### config.mk
export PLATFORM = sky130hd
export DESIGN_NAME = cellnet_src_arbiter
export DESIGN_NICKNAME = d
export VERILOG_FILES = /design/src/rtl/cellnet_src_arbiter.sv
export SDC_FILE = /design/constraint.sdc
export NUM_CORES = 1
export LEC_CHECK = 0
export CAP_MARGIN = 20
export CORE_MARGIN = 1
export CORE_UTILIZATION = 42
export CTS_BUF_LIST = sky130_fd_sc_hd__clkbuf_2
export CTS_CLUSTER_DIAMETER = 30
export DETAILED_ROUTE_END_ITERATION = 12
export PLACE_DENSITY = 0.83
export SLEW_MARGIN = 10
export SYNTH_ARGS = -nofsm -noshare
export SYNTH_HDL_FRONTEND = slang
export SYNTH_SLANG_ARGS = --single-unit
### constraint.sdc
create_clock -name i_clk -period 2.35 [get_ports i_clk]
set_input_delay 0.3525 -clock i_clk [delete_from_list [all_inputs] [get_ports i_clk]]
set_output_delay 0.3525 -clock i_clk [all_outputs]
set_load 0.02 [all_outputs]
### src/rtl/cellnet_src_arbiter.sv
// cellnet_src_arbiter
//   Round-robin arbiter that lets four sources share one four-phase request/acknowledge
//   bus towards the sinks. A granted source's address and data are latched and driven on
//   the bus. The block runs the handshake o_req up, wait i_ack up, o_req down, wait i_ack
//   down. It then acknowledges the source and waits for that source to drop its request.
//
// Ports
//   i_clk       clock, rising edge
//   i_rst       synchronous active-high reset
//   i_src_req   per-source request (bit n = source n)
//   i_src_addr  source n address at [n*ASZ +: ASZ]
//   i_src_dat   source n data at [n*DSZ +: DSZ]
//   o_src_ack   per-source acknowledge (at most one bit high)
//   o_addr      shared-bus address
//   o_dat       shared-bus data
//   o_req       shared-bus request
//   i_ack       OR of all sink acknowledges
//   o_busy      high whenever a transfer is in progress
//   o_err       sticky timeout flag
//
// Build option
//   CELLNET_ARB_TIMEOUT_EN  when defined, each wait on i_ack is bounded by TIMEOUT cycles.
//   A timed-out transfer is abandoned without a source acknowledge, and o_err is set until
//   reset. When undefined, waits are unbounded and o_err stays 0.

`ifndef ADDRESS_SIZE
`define ADDRESS_SIZE 8
`endif
`ifndef DATA_SIZE
`define DATA_SIZE 8
`endif

module cellnet_src_arbiter #(
  parameter int unsigned ASZ     = `ADDRESS_SIZE,
  parameter int unsigned DSZ     = `DATA_SIZE,
  parameter int unsigned TIMEOUT = 255
) (
  input  logic             i_clk,
  input  logic             i_rst,
  input  logic [3:0]       i_src_req,
  input  logic [4*ASZ-1:0] i_src_addr,
  input  logic [4*DSZ-1:0] i_src_dat,
  output logic [3:0]       o_src_ack,
  output logic [ASZ-1:0]   o_addr,
  output logic [DSZ-1:0]   o_dat,
  output logic             o_req,
  input  logic             i_ack,
  output logic             o_busy,
  output logic             o_err
);

  localparam logic [1:0] S_IDLE   = 2'd0;
  localparam logic [1:0] S_REQ_HI = 2'd1;
  localparam logic [1:0] S_REQ_LO = 2'd2;
  localparam logic [1:0] S_DONE   = 2'd3;

  logic [1:0]     r_state;
  logic [1:0]     r_ptr;   // last granted source
  logic [1:0]     r_gnt;   // source owning the current transfer
  logic [ASZ-1:0] r_addr;
  logic [DSZ-1:0] r_dat;
  logic           r_req;
  logic [3:0]     r_src_ack;
  logic           r_busy;
  logic           r_err;

  logic           w_any;
  logic [1:0]     w_pick;
  logic [1:0]     w_idx;
  logic           w_tmo;

  // Scan from the farthest candidate back to the nearest so the first source after r_ptr
  // is the last one written and therefore wins.
  always_comb begin
    w_any  = |i_src_req;
    w_pick = r_ptr;
    w_idx  = r_ptr;
    for (int k = 3; k >= 0; k--) begin
      w_idx = r_ptr + 2'(k + 1);
      if (i_src_req[w_idx]) begin
        w_pick = w_idx;
      end
    end
  end

`ifdef CELLNET_ARB_TIMEOUT_EN
  localparam int unsigned CW = (TIMEOUT < 2) ? 1 : $clog2(TIMEOUT + 1);

  logic [CW-1:0] r_cnt;

  // The count is the number of wait cycles already spent in the current phase.
  assign w_tmo = (r_cnt == CW'(TIMEOUT - 1));

  always_ff @(posedge i_clk) begin
    if (i_rst) begin
      r_cnt <= '0;
    end else if ((r_state == S_IDLE && w_any) || (r_state == S_REQ_HI && i_ack)) begin
      r_cnt <= '0;
    end else if (r_state == S_REQ_HI || r_state == S_REQ_LO) begin
      r_cnt <= r_cnt + CW'(1);
    end
  end
`else
  logic w_unused_timeout;

  assign w_tmo            = 1'b0;
  assign w_unused_timeout = ^TIMEOUT;
`endif

  always_ff @(posedge i_clk) begin
    if (i_rst) begin
      r_state   <= S_IDLE;
      r_ptr     <= 2'd3;
      r_gnt     <= 2'd0;
      r_addr    <= '0;
      r_dat     <= '0;
      r_req     <= 1'b0;
      r_src_ack <= 4'd0;
      r_busy    <= 1'b0;
      r_err     <= 1'b0;
    end else begin
      case (r_state)
        S_IDLE: begin
          if (w_any) begin
            r_gnt   <= w_pick;
            r_addr  <= i_src_addr[w_pick*ASZ +: ASZ];
            r_dat   <= i_src_dat[w_pick*DSZ +: DSZ];
            r_req   <= 1'b1;
            r_busy  <= 1'b1;
            r_state <= S_REQ_HI;
          end
        end
        S_REQ_HI: begin
          if (i_ack) begin
            r_req   <= 1'b0;
            r_state <= S_REQ_LO;
          end else if (w_tmo) begin
            r_req   <= 1'b0;
            r_err   <= 1'b1;
            r_ptr   <= r_gnt;
            r_busy  <= 1'b0;
            r_state <= S_IDLE;
          end
        end
        S_REQ_LO: begin
          if (!i_ack) begin
            r_src_ack <= 4'd1 << r_gnt;
            r_state   <= S_DONE;
          end else if (w_tmo) begin
            r_err   <= 1'b1;
            r_ptr   <= r_gnt;
            r_busy  <= 1'b0;
            r_state <= S_IDLE;
          end
        end
        default: begin // S_DONE
          if (!i_src_req[r_gnt]) begin
            r_src_ack <= 4'd0;
            r_ptr     <= r_gnt;
            r_busy    <= 1'b0;
            r_state   <= S_IDLE;
          end
        end
      endcase
    end
  end

  assign o_src_ack = r_src_ack;
  assign o_addr    = r_addr;
  assign o_dat     = r_dat;
  assign o_req     = r_req;
  assign o_busy    = r_busy;
  assign o_err     = r_err;

endmodule

==> summary.md, run 1 <==
| Metric | Value |
|---|---|
| Max Clk Rate | `approximately 500 MHz` |
| Layout cell share with drive strength beyond 1 | `0.106` |
| Vias | `2091` |
| Die Wd | `between 60 and 70 um` |
| Multi-input gate area in the final layout | `~1200 sq um` |
| Cells after Synth | `215` |
| Worst EP required | `between 2 and 3 ns` |
| Initial Utilization | `0.436` |
| Async SR Flop Fraction | `0` |
| WHS | `about 0.5 ns` |
| Power density cells | `approximately 800 nW/um^2` |
| HPWL Detailed | `~4200 um` |
| Synthesized Nets | `between 200 and 300` |
| Final setup viols | `0` |
| Vias in the first global route | `2026` |
| Crit Path Class | `in2reg` |
| Fin crit share | `0.850` |
| Gr usage total | `0.229` |
| Clk buf depth | `2` |
| RSZ-0062 raised after global routing | `false` |
| CTS Root Cell | `clkbuf_2` |
| Number of H-tree levels | `1` |
| # port buffers | `92` |
| Slew headroom | `0.531` |
| Crit path max fanout | `16` |
| Hold Crit Depth | `2` |
| Fin. max-slew vios | `0` |
| Share of the synthesized area in the top cell type | `0.297` |
| Starting DRT DRC Count | `132` |
| Final setup margin | `approximately 0.35 ns` |
| DR DRC count | `0` |
| Finished Layout Cells | `362` |
| Cell taking the most area after synthesis | `dfxtp_1` |
| Commonest cells in the netlist | `28 x dfxtp_1, 17 x nor2_1, 16 x a211oi_1` |
| Worst hold path type | `reg2reg` |
| Worst R2R Path Depth | `6` |
| Hold endpoint | `o_req$_SDFFE_PP0P_` |
| Setup WS pre-CTS | `-0.0267 ns` |
| Routed length per instance | `about 15 um` |
| Clk_lat worst skew | `0.38 ns` |
| Register area | `about 560 sq um` |
| Post CTS Setup Buffer Count | `0` |
| First-pass GRT wire length | `between 9000 and 10000 um` |
| TritonCTS clock tree | `yes` |
| Post-placement cell count | `between 300 and 400` |
| Post-synth cell types | `47` |
| Final Hold Fails | `0` |
| Final wirelength | `between 5000 and 6000 um` |
| R2r endpoint | `o_dat[6]$_SDFFE_PP0P_` |
| Max IR drop VDD | `0.000342 V` |
| Initial antenna violation count | `0` |
| CORE AREA | `~4300 sq um` |
| Area growth syn-to-layout | `56.7%` |
| Sequential-to-total area share from yosys stat | `0.297` |
| Yosys Warn Count | `0` |
| Worst-path clk slew | `roughly 0.29 ns` |
| Fin Clk Skew | `0.0196 ns` |
| Most common cell in the netlist | `dfxtp_1` |
| CP Data Arrival Time | `2.31 ns` |
| Worst-margin pin slew | `approximately 0.69 ns` |
| Core Rows | `24` |
| Min-delay src | `o_req$_SDFFE_PP0P_` |
| # fillers | `around 360` |
| Worst setup SP type | `primary input` |
| Largest net degree at the start of global routing | `26` |
| Syn_area_per_cell | `8.77 sq um` |
| Status | `finished, final reports clean` |
| ANT nets after route | `0` |
| DIE HEIGHT | `a little under 70 um` |
| N_diodes | `0` |
| Top area cells in the synthesized netlist | `dfxtp_1 30%, a211oi_1 6.4%, mux2i_1 5.8%, nand3b_1 5.6%, and3_1 5.0%` |
| Worst r2r src | `r_state[0]$_SDFFE_PP0P_` |
| Vias per cell | `about 5.8` |
| Cell area after synthesis | `between 1500 and 2000 sq um` |
| Num ports | `between 90 and 100` |
| First drt pass iteration count | `5` |
| CTS resizes | `0` |
| Global route overflow | `0` |
| Post-synth EDFFs | `0` |
| Placer Congestion | `slightly below 0.8` |
| CTS Hold Bufs | `0` |
| Clock period minus worst slack | `approximately 2 ns` |
| Clk sinks | `28` |
| Post-layout nets | `386` |
| Top FF cell, synth | `dfxtp_1` |
| Reg2reg setup slack | `around 0.42 ns` |
| Leakage Power | `~1.1 nW` |
| Worst Setup End Kind | `flip-flop` |
| Die Area | `between 4000 and 5000 sq um` |
| Num CTS Buffers | `3` |
| Synth Register Bits | `28` |
| Max_cap viols | `0` |
## placed cells by master (no fill, tap or decap), types with 2 or more instances in the layout
cell              n
dfxtp_1          28
clkdlybuf4s50_1  92
a211oi_1         16
buf_4            17
clkbuf_2          3
o21ai_0           3
o31ai_1           7
nor2_1           17
a211o_1           2
a21oi_1           3
nand2b_1          4
inv_1             8
nand3b_1         14
nand2_1           7
a2111oi_0         5
nor2b_2           2
a31oi_1           4
nand4_1          10
o221ai_1          6
a32oi_1           4
mux2i_1          11
mux2_1            5
ha_1              4
nor2b_1           2
and3_1           15
## cell type report
class	instances	share of cell area
Clock buffer	3	0.00508
Clock inverter	1	0.0102
Inverter	8	0.0102
Multi-Input combinational cell	160	0.401
Sequential cell	28	0.190
Tap cell	52	0.0220
Timing Repair Buffer	110	0.362
## worst max-delay path by stage
| stage | endpoint | slack [ns] | startpoint | depth (start not counted) |
|---|---|---|---|---|
| global route | o_src_ack[1]$_SDFFE_PP0P_ | 0.21 | r_state[0]$_SDFFE_PP0P_ | 6 |
| CTS | o_dat[6]$_SDFFE_PP0P_ | 0.37 | i_src_req[2] | 6 |
| finish | o_dat[6]$_SDFFE_PP0P_ | 0.35 | i_src_req[2] | 6 |
| global placement | o_dat[6]$_SDFFE_PP0P_ | 0.05 | i_src_req[1] | 7 |
| detailed placement | o_dat[6]$_SDFFE_PP0P_ | -0.03 | i_src_req[2] | 6 |
| floorplan | o_addr[3]$_SDFFE_PP0P_ | 0.52 | r_state[0]$_SDFFE_PP0P_ | 9 |
## critical path: stages
cell	delay, ns
clkdlybuf4s50_1	0.58
or4_4	0.18
and2_1	0.51
nand4_1	0.19
mux2_1	0.33
o221ai_1	0.17
## layer usage
metal,GRT usage,share of wire
met2,0.387,0.48
met5,0,0
met1,0.300,0.44
met4,0.0930,0.027
met3,0.0205,0.056
## state kept, by name, indices dropped and copies added, names as in the netlist
name / flops
o_req: 1
o_busy: 1
o_dat: 8
o_addr: 8
r_state: 2
r_gnt: 2
o_src_ack: 4
r_ptr: 2
## report_power, final
part           total, W  leakage (nW)  switching (W)  internal, W
combinational   0.00129         0.865       0.000654     0.000631
sequential     0.000727         0.231       0.000104     0.000623
clock          0.000298        0.0266       0.000151     0.000146
## cell families after synthesis
family,share of synthesized area
AND/OR/NAND/NOR,0.250
AO/OA/AOI/OAI,0.250
flip-flops,0.297
buffers and inverters,0.0737
multiplexers,0.100
adder cells (fa/ha/maj),0.0265
other,0.00199
## stage by stage
step | cell area, sq um | TNS, ns | utilization | power [W]
floorplan | 1890 | 0 | - | 0.00147
global placement | 2910 | 0 | 0.673 | 0.00198
detailed placement | 2910 | -0.0465 | 0.673 | 0.00201
CTS | 2960 | 0 | 0.683 | 0.00232
global route | 2960 | 0 | 0.683 | 0.00246
finish | 2960 | 0 | 0.683 | 0.00231
(Power assumes the default switching activity.)
==> run 2: changes to the inputs <==
--- a/config.mk
+++ b/config.mk
@@ -10,9 +10,10 @@
 export CORE_UTILIZATION = 42
 export CTS_BUF_LIST = sky130_fd_sc_hd__clkbuf_2
 export CTS_CLUSTER_DIAMETER = 30
+export CTS_CLUSTER_SIZE = 20
 export DETAILED_ROUTE_END_ITERATION = 12
 export PLACE_DENSITY = 0.83
-export SLEW_MARGIN = 10
+export SLEW_MARGIN = 20
 export SYNTH_ARGS = -nofsm -noshare
 export SYNTH_HDL_FRONTEND = slang
 export SYNTH_SLANG_ARGS = --single-unit
==> results of run 2 <==
Same layout as run 1: the final DEF is identical, and so are final timing and power.
==> run 3: changes to the inputs <==
--- a/config.mk
+++ b/config.mk
@@ -5,6 +5,7 @@
 export SDC_FILE = /design/constraint.sdc
 export NUM_CORES = 1
 export LEC_CHECK = 0
+export ABC_CLOCK_PERIOD_IN_PS = 2350
 export CAP_MARGIN = 20
 export CORE_MARGIN = 1
 export CORE_UTILIZATION = 42
@@ -13,6 +14,7 @@
 export CTS_CLUSTER_SIZE = 20
 export DETAILED_ROUTE_END_ITERATION = 12
 export PLACE_DENSITY = 0.83
+export SKIP_CTS_REPAIR_TIMING = 1
 export SLEW_MARGIN = 20
 export SYNTH_ARGS = -nofsm -noshare
 export SYNTH_HDL_FRONTEND = slang
==> results of run 3 <==
Same layout as run 1: the final DEF is identical, and so are final timing and power.
